File: src/rtl/ov7670_stream_pkg.sv
// Shared definitions for the synthetic OV7670 stream generator:
// FSM states, pattern mode codes, colour-bar palette and CRC-16-CCITT helpers.
package ov7670_stream_pkg;

    typedef enum logic [2:0] {
        ST_IDLE,
        ST_VSYNC,
        ST_VBACK,
        ST_ACTIVE,
        ST_HBLANK,
        ST_VFRONT
    } state_e;

    localparam logic [1:0] MODE_BARS   = 2'd0;
    localparam logic [1:0] MODE_RAMP   = 2'd1;
    localparam logic [1:0] MODE_SOLID  = 2'd2;
    localparam logic [1:0] MODE_SQUARE = 2'd3;

    localparam logic [15:0] BAR_WHITE   = 16'hFFFF;
    localparam logic [15:0] BAR_YELLOW  = 16'hFFE0;
    localparam logic [15:0] BAR_CYAN    = 16'h07FF;
    localparam logic [15:0] BAR_GREEN   = 16'h07E0;
    localparam logic [15:0] BAR_MAGENTA = 16'hF81F;
    localparam logic [15:0] BAR_RED     = 16'hF800;
    localparam logic [15:0] BAR_BLUE    = 16'h001F;
    localparam logic [15:0] BAR_BLACK   = 16'h0000;

    localparam logic [15:0] CRC_POLY = 16'h1021;
    localparam logic [15:0] CRC_INIT = 16'hFFFF;

    // One byte of CRC-16-CCITT, MSB first.
    function automatic logic [15:0] crc16_byte(input logic [15:0] crc, input logic [7:0] data);
        logic [15:0] c;
        logic [7:0]  b;
        c = crc;
        b = data;
        for (int unsigned i = 0; i < 8; i++) begin
            if (c[15] ^ b[7]) c = {c[14:0], 1'b0} ^ CRC_POLY;
            else              c = {c[14:0], 1'b0};
            b = {b[6:0], 1'b0};
        end
        return c;
    endfunction

endpackage

File: src/rtl/ov7670_stream_pattern.sv
// Combinational test-pattern generator: maps (mode, x, y, square x, solid colour)
// to one RGB565 pixel.
module ov7670_stream_pattern
    import ov7670_stream_pkg::*;
#(
    parameter int unsigned H_ACTIVE = 320,
    parameter int unsigned V_ACTIVE = 240,
    parameter int unsigned SQ_SIZE  = 16
) (
    input  logic [1:0]  mode_i,
    input  logic [15:0] x_i,
    input  logic [15:0] y_i,
    input  logic [15:0] sq_x_i,
    input  logic [15:0] solid_i,
    output logic [15:0] pixel_o
);

    localparam logic [15:0] BAR_W = 16'(H_ACTIVE / 8);
    localparam logic [15:0] SQ_W  = 16'(SQ_SIZE);
    localparam logic [15:0] SQ_Y0 = 16'(V_ACTIVE / 2 - SQ_SIZE / 2);

    logic [15:0] bar_idx;
    logic        in_sq;

    // Select the pixel colour for the current mode
    always_comb begin
        bar_idx = x_i / BAR_W;
        in_sq   = (x_i >= sq_x_i) && (x_i < sq_x_i + SQ_W) &&
                  (y_i >= SQ_Y0)  && (y_i < SQ_Y0 + SQ_W);
        pixel_o = '0;
        case (mode_i)
            MODE_BARS: begin
                case (bar_idx)
                    16'd0:   pixel_o = BAR_WHITE;
                    16'd1:   pixel_o = BAR_YELLOW;
                    16'd2:   pixel_o = BAR_CYAN;
                    16'd3:   pixel_o = BAR_GREEN;
                    16'd4:   pixel_o = BAR_MAGENTA;
                    16'd5:   pixel_o = BAR_RED;
                    16'd6:   pixel_o = BAR_BLUE;
                    default: pixel_o = BAR_BLACK;
                endcase
            end
            MODE_RAMP:   pixel_o = {x_i[7:3], x_i[7:2], x_i[7:3]};
            MODE_SOLID:  pixel_o = solid_i;
            MODE_SQUARE: pixel_o = in_sq ? 16'hFFFF : 16'h0000;
            default:     pixel_o = '0;
        endcase
    end

endmodule

File: src/rtl/ov7670_stream_gen.sv
// Synthetic OV7670 camera: emits PCLK/VSYNC/HREF/D in RGB565 with selectable
// test patterns. Optional macro STREAM_GEN_CRC_EN adds a per-frame CRC-16-CCITT
// over all HREF bytes; without it frame_crc_o is tied to zero.
module ov7670_stream_gen
    import ov7670_stream_pkg::*;
#(
    parameter int unsigned H_ACTIVE    = 320,
    parameter int unsigned V_ACTIVE    = 240,
    parameter int unsigned H_BLANK     = 144,
    parameter int unsigned VSYNC_LINES = 3,
    parameter int unsigned V_BACK      = 17,
    parameter int unsigned V_FRONT     = 10,
    parameter int unsigned SQ_SIZE     = 16,
    parameter int unsigned SQ_STEP     = 4
) (
    input  logic        clk_i,
    input  logic        reset_i,
    input  logic        en_i,
    input  logic [1:0]  mode_i,
    input  logic [15:0] solid_rgb_i,
    output logic        pclk_o,
    output logic        vsync_o,
    output logic        href_o,
    output logic [7:0]  d_o,
    output logic        frame_done_o,
    output logic [15:0] frame_count_o,
    output logic [15:0] frame_crc_o
);

    localparam logic [15:0] LINE_LAST = 16'(2 * H_ACTIVE + H_BLANK - 1);
    localparam logic [15:0] ACT_LAST  = 16'(2 * H_ACTIVE - 1);
    localparam logic [15:0] HBL_LAST  = 16'(H_BLANK - 1);
    localparam logic [15:0] VS_LAST   = 16'(VSYNC_LINES - 1);
    localparam logic [15:0] VB_LAST   = 16'(V_BACK - 1);
    localparam logic [15:0] VA_LAST   = 16'(V_ACTIVE - 1);
    localparam logic [15:0] VF_LAST   = 16'(V_FRONT - 1);
    localparam logic [15:0] SQ_STEP_W = 16'(SQ_STEP);
    localparam logic [16:0] SQ_ADV    = 17'(SQ_STEP + SQ_SIZE);
    localparam logic [16:0] H_LIM     = 17'(H_ACTIVE);

    state_e      state_q, state_d;
    logic [15:0] hcnt_q, hcnt_d;       // slot within the current line/segment
    logic [15:0] vcnt_q, vcnt_d;       // line within the current state
    logic        pclk_q;
    logic        vsync_q, href_q, frame_done_q;
    logic [7:0]  d_q;
    logic [15:0] frame_count_q;
    logic [15:0] sq_x_q;
    logic [1:0]  mode_q;
    logic [15:0] solid_q;

    logic        tick;
    logic        enter_vs;
    logic        vsync_slot, href_slot, last_slot;
    logic [7:0]  byte_slot;
    logic [15:0] pixel;

    assign tick     = pclk_q;
    assign enter_vs = (state_d == ST_VSYNC) && (state_q != ST_VSYNC);

    ov7670_stream_pattern #(
        .H_ACTIVE (H_ACTIVE),
        .V_ACTIVE (V_ACTIVE),
        .SQ_SIZE  (SQ_SIZE)
    ) u_pattern (
        .mode_i  (mode_q),
        .x_i     ({1'b0, hcnt_q[15:1]}),
        .y_i     (vcnt_q),
        .sq_x_i  (sq_x_q),
        .solid_i (solid_q),
        .pixel_o (pixel)
    );

    // FSM state and slot/line counters
    always_ff @(posedge clk_i) begin
        if (reset_i) begin
            state_q <= ST_IDLE;
            hcnt_q  <= '0;
            vcnt_q  <= '0;
        end else begin
            state_q <= state_d;
            hcnt_q  <= hcnt_d;
            vcnt_q  <= vcnt_d;
        end
    end

    // Next-state: advance one slot per tick through the frame geometry
    always_comb begin
        state_d = state_q;
        hcnt_d  = hcnt_q;
        vcnt_d  = vcnt_q;
        case (state_q)
            ST_IDLE: begin
                if (en_i) begin
                    state_d = ST_VSYNC;
                    hcnt_d  = '0;
                    vcnt_d  = '0;
                end
            end
            ST_VSYNC, ST_VBACK, ST_VFRONT: begin
                if (tick) begin
                    if (hcnt_q != LINE_LAST) begin
                        hcnt_d = hcnt_q + 16'd1;
                    end else begin
                        hcnt_d = '0;
                        vcnt_d = vcnt_q + 16'd1;
                        if (state_q == ST_VSYNC && vcnt_q == VS_LAST) begin
                            state_d = ST_VBACK;
                            vcnt_d  = '0;
                        end else if (state_q == ST_VBACK && vcnt_q == VB_LAST) begin
                            state_d = ST_ACTIVE;
                            vcnt_d  = '0;
                        end else if (state_q == ST_VFRONT && vcnt_q == VF_LAST) begin
                            state_d = en_i ? ST_VSYNC : ST_IDLE;
                            vcnt_d  = '0;
                        end
                    end
                end
            end
            ST_ACTIVE: begin
                if (tick) begin
                    if (hcnt_q == ACT_LAST) begin
                        state_d = ST_HBLANK;
                        hcnt_d  = '0;
                    end else begin
                        hcnt_d = hcnt_q + 16'd1;
                    end
                end
            end
            ST_HBLANK: begin
                if (tick) begin
                    if (hcnt_q == HBL_LAST) begin
                        hcnt_d = '0;
                        if (vcnt_q == VA_LAST) begin
                            state_d = ST_VFRONT;
                            vcnt_d  = '0;
                        end else begin
                            state_d = ST_ACTIVE;
                            vcnt_d  = vcnt_q + 16'd1;
                        end
                    end else begin
                        hcnt_d = hcnt_q + 16'd1;
                    end
                end
            end
            default: state_d = ST_IDLE;
        endcase
    end

    // Output values for the slot described by the current state
    always_comb begin
        vsync_slot = (state_q == ST_VSYNC);
        href_slot  = (state_q == ST_ACTIVE);
        byte_slot  = '0;
        if (href_slot) byte_slot = hcnt_q[0] ? pixel[7:0] : pixel[15:8];
        last_slot  = tick && (state_q == ST_VFRONT) &&
                     (hcnt_q == LINE_LAST) && (vcnt_q == VF_LAST);
    end

    // Emulated PCLK: free-running divide-by-two outside IDLE
    always_ff @(posedge clk_i) begin
        if (reset_i) pclk_q <= 1'b0;
        else         pclk_q <= (state_q == ST_IDLE) ? 1'b0 : ~pclk_q;
    end

    // Bus outputs change only on a slot tick, i.e. as PCLK falls
    always_ff @(posedge clk_i) begin
        if (reset_i) begin
            vsync_q      <= 1'b0;
            href_q       <= 1'b0;
            d_q          <= '0;
            frame_done_q <= 1'b0;
        end else begin
            frame_done_q <= last_slot;
            if (tick) begin
                vsync_q <= vsync_slot;
                href_q  <= href_slot;
                d_q     <= byte_slot;
            end
        end
    end

    // Per-frame bookkeeping: pattern latch, frame counter, square position
    always_ff @(posedge clk_i) begin
        if (reset_i) begin
            mode_q        <= MODE_BARS;
            solid_q       <= '0;
            frame_count_q <= '0;
            sq_x_q        <= '0;
        end else begin
            if (enter_vs) begin
                mode_q  <= mode_i;
                solid_q <= solid_rgb_i;
            end
            if (last_slot) begin
                frame_count_q <= frame_count_q + 16'd1;
                if (({1'b0, sq_x_q} + SQ_ADV) > H_LIM) sq_x_q <= '0;
                else                                   sq_x_q <= sq_x_q + SQ_STEP_W;
            end
        end
    end

`ifdef STREAM_GEN_CRC_EN
    logic [15:0] crc_q;
    logic [15:0] frame_crc_q;

    // Running CRC over HREF bytes, published at end of frame
    always_ff @(posedge clk_i) begin
        if (reset_i) begin
            crc_q       <= CRC_INIT;
            frame_crc_q <= '0;
        end else begin
            if (enter_vs)                crc_q <= CRC_INIT;
            else if (tick && href_slot)  crc_q <= crc16_byte(crc_q, byte_slot);
            if (last_slot)               frame_crc_q <= crc_q;
        end
    end

    assign frame_crc_o = frame_crc_q;
`else
    assign frame_crc_o = '0;
`endif

    assign pclk_o        = pclk_q;
    assign vsync_o       = vsync_q;
    assign href_o        = href_q;
    assign d_o           = d_q;
    assign frame_done_o  = frame_done_q;
    assign frame_count_o = frame_count_q;

endmodule

File: config.mk
export PLATFORM = sky130hd
export DESIGN_NAME = ov7670_stream_gen
export DESIGN_NICKNAME = d
export VERILOG_FILES = /design/src/rtl/ov7670_stream_pkg.sv /design/src/rtl/ov7670_stream_pattern.sv /design/src/rtl/ov7670_stream_gen.sv
export SDC_FILE = /design/constraint.sdc
export NUM_CORES = 1
export LEC_CHECK = 0
export ABC_AREA = 1
export BUFFER_PORTS_ARGS = -buffer_cell sky130_fd_sc_hd__buf_2
export CORE_MARGIN = 3
export CORE_UTILIZATION = 30
export CTS_BUF_LIST = sky130_fd_sc_hd__clkbuf_8
export CTS_CLUSTER_DIAMETER = 80
export DETAILED_ROUTE_END_ITERATION = 8
export SYNTH_ARGS = -nofsm -noshare
export SYNTH_HDL_FRONTEND = slang
export SYNTH_SLANG_ARGS = --single-unit
export TNS_END_PERCENT = 20
File: constraint.sdc
create_clock -name clk_i -period 5.4 [get_ports clk_i]
set_clock_uncertainty 0.2 [all_clocks]
set_input_delay 0.27 -clock clk_i [delete_from_list [all_inputs] [get_ports clk_i]]
set_output_delay 0.27 -clock clk_i [all_outputs]
set_load 0.1 [all_outputs]
==> impl_results.md, run 1 <==
* Status: finished clean
* Die X at 151 um
* Post-synth EDFFs at 0
* Max rail drop VDD at 0.128 mV
* Setup violations, final at 0
* Post-layout net count at 1077
* Slew HR at 34.0%
* Crit share post-route at 75.3%
* Clock share of power at 34.9%
* Clk Latency, worst-skew pair at 390 ps
* Max cap viols at 0
* FFs w/ async S/R, synth at 0%
* Top_reg_cell synth: dfxtp_1
* Pint at 0.000986 W
* # fillers at 2189
* Core ar. at 20500 um2
* Total negative slack at 0 ps
* Number of global-route vias before repair at 5648
* CP Capture Type: register
* Post-Place Cells at 1263
* CP Data Arrival Time at 4110 ps
* Share of cells above drive strength 1 at 10.7%
* Finished Layout Cells at 1297
* Final RePlAce weighted congestion at 0.858
* Die Ht at 151 um
* Place WS at 1360 ps
* Final core occ at 34.9%
* Net Sw Frac at 30.3%
* Initial DRC count at 387
* Gate Count Post-Synth at 968
* Seq/Total Area, Yosys at 30.0%
* Worst hold path type: in -> reg
* GRT Total Usage at 13.6%
* Root Buffer: clkbuf_8
* Commonest cells in the netlist: 203 x nand2_1, 117 x nor2_1, 99 x inv_1, 95 x dfxtp_1, 88 x a21oi_1
* Total Wirelength at 15400 um
* Min Tclk post-route at 4070 ps
* Top post-synthesis cells by area: dfxtp_1 30%, nand2_1 12%, a21oi_1 6.9%, nor2_1 6.9%, ha_1 6.7%
* Sequential power share at 51.8%
* Crit path kind: reg -> reg
* Final Slew Violations at 0
* Comb pwr share at 13.3%
* Critical path launch point type: register
* Vias per cell at 4.79
* Setup WS post-layout at 1330 ps
* Pin count of the biggest net entering global routing at 34
* Drc violations at 0
* Total global routing overflow at 0
* Top-Level Pins at 65
* CTS tree: done
* Worst Tran Pin Value at 983 ps
* Via count at 6207
* Synth warnings at 0
* ANT cells at 0
* Top cell type by total area after synthesis: dfxtp_1
* Count leader, synth: nand2_1
* CTS H-tree lvls at 3
* Initial Util at 31.0%
* WL/cell at 11.9 um
* Row Count at 52
* Unrepaired setup endpoints after global routing: false
* Die ar. at 22900 um2
* Max Fanout on Critical Path at 10
* Distinct cells, synth at 43
* Net Sw Power at 0.000428 W
* Leakage at 3.17 nW
* First-pass GRT wire length at 25700 um
* Gates resized, CTS repair at 0
* DRT Pass-1 Iters at 5
* Port Buffer Count at 48
* Mapped Area at 6350 um2
* WP data required at 5440 ps
* Post-route ant nets at 0
* Synth top area share at 30.0%
* Yosys reg bits at 95
* Synthesized area per cell at 6.56 um2
* Worst hold slack at 94.9 ps
* Dpl hpwl at 11700 um
* CTS Buf Count at 9
* Final Hold Viols at 0
* Pwr Density at 197 nW/um2
* Fmax at 0.246 GHz
* Clk buf depth at 2
* CTS clk-pin slew, worst paths at 100 ps
* Area delta synth->final at 12.8%
* Total clock sinks at 95
* Initial antenna violation count at 0
power by group through the flow:
stage | Sequential, W | Clock (W) | Combinational (W)
after floorplan | 0.000743 | 0 | 0.000156
after global placement | 0.000749 | 0 | 0.000176
after detailed placement | 0.000749 | 0 | 0.000176
after CTS | 0.000733 | 0.000516 | 0.000186
after global routing | 0.000736 | 0.000541 | 0.000207
final | 0.000733 | 0.000494 | 0.000187
placed cells by master (no fill, tap or decap), types with 2 or more instances in the layout:
cell type	Yosys	layout
nand2_2	16	16
nand2_4	6	6
a2111oi_0	3	3
nand4_1	20	20
xnor2_1	2	2
o221ai_1	2	2
o21ai_0	42	42
clkbuf_8	0	9
ha_1	34	34
nand2_1	203	203
a221oi_1	3	3
o211ai_1	2	2
inv_6	0	2
nor4_1	7	7
xor2_1	16	16
clkinvlp_4	0	2
nand3_2	10	10
buf_2	3	48
inv_2	11	11
o21ai_1	7	7
inv_1	99	100
a211oi_1	7	7
nor3b_1	10	10
a21oi_1	88	88
a21boi_1	3	3
dfxtp_1	95	95
nor2_1	117	117
and3_1	4	4
nor3_1	38	38
clkinv_1	7	7
nand3_1	61	61
conb_1	1	16
o21a_1	5	5
dlygate4sd3_1	0	18
state kept, by name, indices dropped and copies added (netlist names):
register and count:
d_o 8, frame_count_o 16, frame_done_o 1, hcnt_q 16, href_o 1, mode_q 2
pclk_o 1, solid_q 16, sq_x_q 14, state_q 3, vcnt_q 16, vsync_o 1
layer usage:
layer | GRT usage [%] | vias up | wire length (um)
li1 | - | 3296 | -
met1 | 18.4 | 2771 | 7550
met2 | 21.9 | 119 | 7080
met3 | 2.44 | 21 | 538
met4 | 4.62 | 0 | 261
met5 | 0 | - | 0
worst paths after layout:
check | cells after the start | slack (ps) | from | end
max reg2reg | 17 | 1330 | hcnt_q[14] | vcnt_q[14]
min | 5 | 90 | en_i | state_q[0]
max | 17 | 1330 | hcnt_q[14] | vcnt_q[14]
min reg2reg | 2 | 260 | href_o | href_o
critical path, stage by stage, from the launching register on:
cell and delay, ps:
dfxtp_1 420, nor2_1 160, inv_1 100, nor3_2 270, nand4_1 130, nor4_1 310, o21ai_1 180, a2111oi_2 690
inv_2 150, nor2_1 160, inv_1 70, nor2_1 160, nand2_1 90, nor2_1 160, nand3_1 120, nor3b_1 310
and3_1 210, nor3_1 40
stage by stage:
stage                     total power (W)  instance area (um2)
after floorplan                  0.000899                 6400
after global placement           0.000925                 6780
after detailed placement         0.000925                 6780
after CTS                         0.00144                 7160
after global routing              0.00148                 7160
final                             0.00141                 7160
final cells by class:
type	instances	area [um2]	share of cell area (%)
multi-input combinational	732	3850	53.8
sequential	95	1900	26.6
inverter	117	439	6.13
timing repair buffer	67	428	5.97
tap	270	338	4.72
clock buffer	9	124	1.73
clock inverter	7	77.6	1.08
what timing repair did:
item | CTS | global route
endpoints found under the hold margin | 18 | 0
hold buffers | 18 | 0
buffers inserted | 0 | 0
kinds of logic after synthesis:
family | count (synthesis) | share of synthesized area (%)
AND/OR/NAND/NOR | 494 | 35.5
adder cells (fa/ha/maj) | 34 | 6.70
buffers and inverters | 156 | 10.2
XOR/XNOR | 18 | 2.48
AO/OA/AOI/OAI | 170 | 15.0
other | 1 | 0.0591
flip-flops | 95 | 30.0
Power figures use the tool's default switching activity.
==> run 2: changes to the inputs <==
==> constraint.sdc (replaced) <==
create_clock -name clk_i -period 3.6 [get_ports clk_i]
set_clock_uncertainty 0.2 [all_clocks]
set_input_delay 0.18 -clock clk_i [delete_from_list [all_inputs] [get_ports clk_i]]
set_output_delay 0.18 -clock clk_i [all_outputs]
set_load 0.1 [all_outputs]
==> run 2 against run 1 <==
  * The flow now finishes with violations (negative setup slack)
  * Non-clock buffer count grew 61
  * Clock power grew 32%
  * Core utilization grew 3.4 points
  * Critical endpoint is now d_o[3]
  * Largest power group unchanged
==> impl_results.md, run 2 (synthesized netlist as in run 1, its figures left out) <==
* Post-layout net count at 1138 (+5.7%)
* Critical path launch point type: register
* Max rail drop VDD at 0.140 mV (+9.2%)
* Sequential cell area at 1910 um2 (+0.59%)
* Vias per cell at 4.77 (-0.35%)
* Area delta synth->final at 23.8%
* GRT Total Usage at 14.6% (+1.0 points)
* Total Wirelength at 16700 um (+8.5%)
* WL/cell at 12.3 um (+3.6%)
* Setup violations, final at 8 (+8)
* Worst hold path type: in -> reg
* Port Buffer Count at 48 (unchanged)
* ANT cells at 0 (unchanged)
* Crit share post-route at 105% (+29 points)
* Metal3 WL at 457 um (-15%)
* Row Count at 52 (unchanged)
* # fillers at 2193 (+0.18%)
* Clk buf depth at 2 (unchanged)
* First-pass GRT wire length at 27600 um (+7.5%)
* Total negative slack at -1160 ps (-1160 ps)
* Initial Util at 31.0% (unchanged)
* Clk Latency, worst-skew pair at 370 ps (-20 ps)
* Most common cell after layout, fill and taps aside: nand2_1
* Top-Level Pins at 65 (unchanged)
* Number of global-route vias before repair at 6013 (+6.5%)
* Total global routing overflow at 0 (unchanged)
* CTS clk-pin slew, worst paths at 100 ps (about the same)
* Dpl hpwl at 12300 um (+5.1%)
* Leakage at 3.60 nW (+13%)
* Worst Tran Pin Value at 674 ps (-309 ps)
* Drc violations at 0 (unchanged)
* CP Capture Type: register
* Root Buffer: clkbuf_8
* Place WS at -117 ps (-1470 ps)
* Die ar. at 22900 um2 (unchanged)
* Via count at 6476 (+4.3%)
* WP data required at 3730 ps (-1710 ps)
* Max cap viols at 0 (unchanged)
* Slew HR at 54.6% (+21 points)
* Max Fanout on Critical Path at 5 (-5)
* Worst hold slack at 62.0 ps (-32.9 ps)
* Cell at the slowest stage of the critical path: dfxtp_4
* Final Hold Viols at 0 (unchanged)
* Unrepaired setup endpoints after global routing: true
* Die X at 151 um (unchanged)
* CTS Buf Count at 9 (unchanged)
* CTS tree: done
* Slowest Stage Delay on Critical Path at 390 ps (-300 ps)
* Status: finished with violations
* Final Slew Violations at 0 (unchanged)
* Met2 wire length at 7910 um (+12%)
* CP Data Arrival Time at 3890 ps (-220 ps)
* Area of the multi-input gates at 4100 um2 (+6.4%)
* DR top layer: met4
* Final RePlAce weighted congestion at 0.860 (+0.29%)
* Post-route ant nets at 0 (unchanged)
* Most frequent CP cell: nand2_4
* Setup WS post-layout at -163 ps (-1500 ps)
* Crit path kind: reg -> reg
* Core ar. at 20500 um2 (unchanged)
* Most frequent cells in the layout: 180 x nand2_1, 115 x nor2_1, 95 x inv_1
* DRT Pass-1 Iters at 6 (+1)
* Initial antenna violation count at 0 (unchanged)
* Pwr Density at 260 nW/um2 (+32%)
* Total clock sinks at 95 (unchanged)
* Share of cells above drive strength 1 at 19.7% (+9.0 points)
* Wl on met1 at 7980 um (+5.7%)
* Min Tclk post-route at 3760 ps (-304 ps)
* Initial DRC count at 333 (-14%)
* Fmax at 0.266 GHz (+8.1%)
* Die Ht at 151 um (unchanged)
* CTS H-tree lvls at 3 (unchanged)
* Pin count of the biggest net entering global routing at 24 (-29%)
* Failing checks: negative setup slack
==> run 2: area by class of cell <==
type	instances	share of cell area [%]
multi-input cells	732	52.2
clock buffers	9	1.58
clock inverters	7	0.653
flip-flops and latches	95	24.3
repair buffers	128	11.3
inverters	117	5.65
well taps	270	4.30
==> run 2: final timing paths <==
check | to | slack, ps | cells after the start | startpoint
worst min register to register | d_o[0] | 250 | 2 | d_o[0]
worst min-delay path | state_q[1] | 60 | 2 | reset_i
worst max register to register | d_o[3] | -160 | 37 | hcnt_q[13]
worst max-delay path | d_o[3] | -160 | 37 | hcnt_q[13]
==> run 2: what timing repair did <==
item                       in CTS  in global routing
hold buffers                   19                  0
setup endpoints to repair       8                 11
pin swaps                       9                 29
hold endpoints to repair       19                  0
resized for setup              22                 50
setup buffers                  16                  6
==> run 2: where the power goes <==
group | total, W | internal (W) | switching (W)
registers | 0.00109 | 0.00107 | 0.0000216
logic | 0.000300 | 0.0000875 | 0.000213
clock network | 0.000650 | 0.000253 | 0.000396
==> run 2: per-layer routing <==
| layer | track usage, % | vias up |
|---|---|---|
| li1 | - | 3421 |
| met1 | 19.0 | 2928 |
| met2 | 24.6 | 105 |
| met3 | 1.78 | 22 |
| met4 | 5.67 | 0 |
| met5 | 0 | - |
==> run 2: through the flow <==
step	std cells	instance area (um2)	total power (W)	util, %
3_3_place_gp	1301	7070	0.00140	34.5
6_report	1358	7860	0.00204	38.4
4_1_cts	1352	7620	0.00207	37.2
3_5_place_dp	1301	7070	0.00140	34.5
5_1_grt	1358	7860	0.00216	38.4
2_1_floorplan	983	6400	0.00135	-
==> run 2: worst max-delay path, delay by kind of cell (launching register included) <==
kind                   cells  cell delay [ps]
buffers and inverters      5              370
DFF                        1              390
and+or+nand+nor           30             2480
AOI/OAI and AO/OA          2              280
==> run 3: changes to the inputs <==
--- a/config.mk
+++ b/config.mk
@@ -12,6 +12,7 @@
 export CTS_BUF_LIST = sky130_fd_sc_hd__clkbuf_8
 export CTS_CLUSTER_DIAMETER = 80
 export DETAILED_ROUTE_END_ITERATION = 8
+export RECOVER_POWER = 100
 export SYNTH_ARGS = -nofsm -noshare
 export SYNTH_HDL_FRONTEND = slang
 export SYNTH_SLANG_ARGS = --single-unit
==> run 3 against run 2 <==
  * The flow still finishes with violations (negative setup slack)
  * Cell area down 0.78%
  * Largest power group unchanged
  * Clock-buffer cell count unchanged
  * Register-to-register slack about the same
  * Non-clock buffer count unchanged
  * Routed wire length down 0.48%
==> impl_results.md, run 3 (synthesized netlist as in run 1, its figures left out) <==
* Total Wirelength at 16700 um (-0.48%)
* Cell family with most CP delay: simple AND/OR/NAND/NOR gates
* DR top layer: met4
* Share of cells above drive strength 1 at 16.4% (-3.3 points)
* Setup violations, final at 8 (unchanged)
* Initial Util at 31.0% (unchanged)
* Total global routing overflow at 0 (unchanged)
* Via count at 6529 (+0.82%)
* Met2 wire length at 7930 um (+0.20%)
* Cell at the slowest stage of the critical path: dfxtp_4
* Worst hold path type: in -> reg
* Top-Level Pins at 65 (unchanged)
* CTS tree: done
* Row Count at 52 (unchanged)
* Comb pwr share at 14.5% (-0.2 points)
* Initial DRC count at 341 (+2.4%)
* Area delta synth->final at 22.8%
* Crit share post-route at 105% (about the same)
* Slowest Stage Delay on Critical Path at 390 ps (about the same)
* Number of global-route vias before repair at 6013 (unchanged)
* Net Sw Frac at 30.9% (+0.063 points)
* Die X at 151 um (unchanged)
* Vias per cell at 4.81 (+0.82%)
* WL/cell at 12.3 um (-0.48%)
* Worst Tran Pin Value at 1170 ps (+501 ps)
* ANT cells at 0 (unchanged)
* Post-route ant nets at 0 (unchanged)
* Slew HR at 22.0% (-33 points)
* Most frequent cells in the layout: 180 x nand2_1, 115 x nor2_1, 95 x inv_1
* Initial antenna violation count at 0 (unchanged)
* Sequential power share at 53.6% (about the same)
* Max cap viols at 0 (unchanged)
* Clk buf depth at 2 (unchanged)
* Crit path kind: reg -> reg
* CTS H-tree lvls at 3 (unchanged)
* Most frequent CP cell: nand2_4
* Dpl hpwl at 12300 um (unchanged)
* Clk Latency, worst-skew pair at 380 ps (about the same)
* Status: finished with violations
* DP Area at 7070 um2 (unchanged)
* Pint at 0.00141 W (-0.25%)
* First-pass GRT wire length at 27600 um (unchanged)
* Leakage at 3.44 nW (-4.2%)
* GRT Total Usage at 14.6% (unchanged)
* Critical path launch point type: register
* CP Data Arrival Time at 3890 ps (about the same)
* Fmax at 0.266 GHz (about the same)
* Min Tclk post-route at 3760 ps (+0.979 ps)
* Max rail drop VDD at 0.140 mV (-0.16%)
* Critical Path Start: hcnt_q[13]
* Wl on met1 at 7880 um (-1.3%)
* Most common cell after layout, fill and taps aside: nand2_1
* Post-Place Cells at 1301 (unchanged)
* DRT Pass-1 Iters at 5 (-1)
* CTS Buf Count at 9 (unchanged)
* Final RePlAce weighted congestion at 0.860 (unchanged)
* Failing checks: negative setup slack
* Post-route cell area at 7800 um2 (-0.78%)
* Net Sw Power at 0.000631 W (about the same)
* Drc violations at 0 (unchanged)
* Hold Crit Start: reset_i
* Root Buffer: clkbuf_8
* Pin count of the biggest net entering global routing at 24 (unchanged)
* Die ar. at 22900 um2 (unchanged)
* Clock share of power at 31.9% (about the same)
* CTS clk-pin slew, worst paths at 100 ps (about the same)
* Port Buffer Count at 48 (unchanged)
* Die Ht at 151 um (unchanged)
* WP buf/inv at 5 (unchanged)
* Metal3 WL at 461 um (+0.88%)
* Unrepaired setup endpoints after global routing: true
* Total clock sinks at 95 (unchanged)
* Pwr Density at 262 nW/um2 (+0.62%)
* CP Capture Type: register
* Max Fanout on Critical Path at 5 (unchanged)
* Final Hold Viols at 0 (unchanged)
* Setup WS post-layout at -164 ps (-0.979 ps)
* Final Slew Violations at 0 (unchanged)
* Final core occ at 38.1% (-0.30 points)
* Core ar. at 20500 um2 (unchanged)
* WP data required at 3730 ps (about the same)
* Post-layout net count at 1138 (unchanged)
* Finished Layout Cells at 1358 (unchanged)
* RR Startpoint: hcnt_q[13]
## run 3: final cells by class
class | instances | area [um2]
fillers | 2214 | 12700
multi-input cells | 732 | 4100
flip-flops and latches | 95 | 1910
repair buffers | 128 | 827
inverters | 117 | 444
well taps | 270 | 338
clock buffers | 9 | 124
clock inverters | 7 | 51.3
## run 3: metal layers
metal	GRT usage [%]	vias to the layer above
met4	5.67	0
met1	19.0	2982
met5	0	-
met3	1.78	22
met2	24.6	105
li1	-	3420
## run 3: power by group through the flow
stage | sequential (W) | combinational (W) | clock, W
final | 0.00109 | 0.000296 | 0.000651
after global routing | 0.00110 | 0.000328 | 0.000726
after CTS | 0.00109 | 0.000296 | 0.000682
after detailed placement | 0.00112 | 0.000279 | 0
after global placement | 0.00112 | 0.000280 | 0
after floorplan | 0.00111 | 0.000233 | 0
## run 3: what timing repair did
action,CTS,global route
hold endpoints to repair,19,0
hold buffers,19,0
setup buffers,16,6
pin swaps,9,29
setup endpoints to repair,8,11
cloned,0,0
gates resized for setup,22,50
## run 3: path summary, 6_finish.rpt
| check | end | cells past startpoint | slack (ps) |
|---|---|---|---|
| worst max-delay path | d_o[3] | 37 | -160 |
| worst min-delay path | state_q[1] | 2 | 60 |
| worst max register to register | d_o[3] | 37 | -160 |
| worst min register to register | d_o[0] | 2 | 260 |
## run 3: metrics by stage
stage	total power [W]	worst slack (ps)	TNS [ps]	hold slack (ps)
after floorplan	0.00135	86.1	0	147
after global placement	0.00140	-35.9	-126	235
after detailed placement	0.00140	-117	-779	234
after CTS	0.00207	-24.1	-67.1	49.8
after global routing	0.00215	-481	-7690	66.6
final	0.00204	-164	-1180	61.4
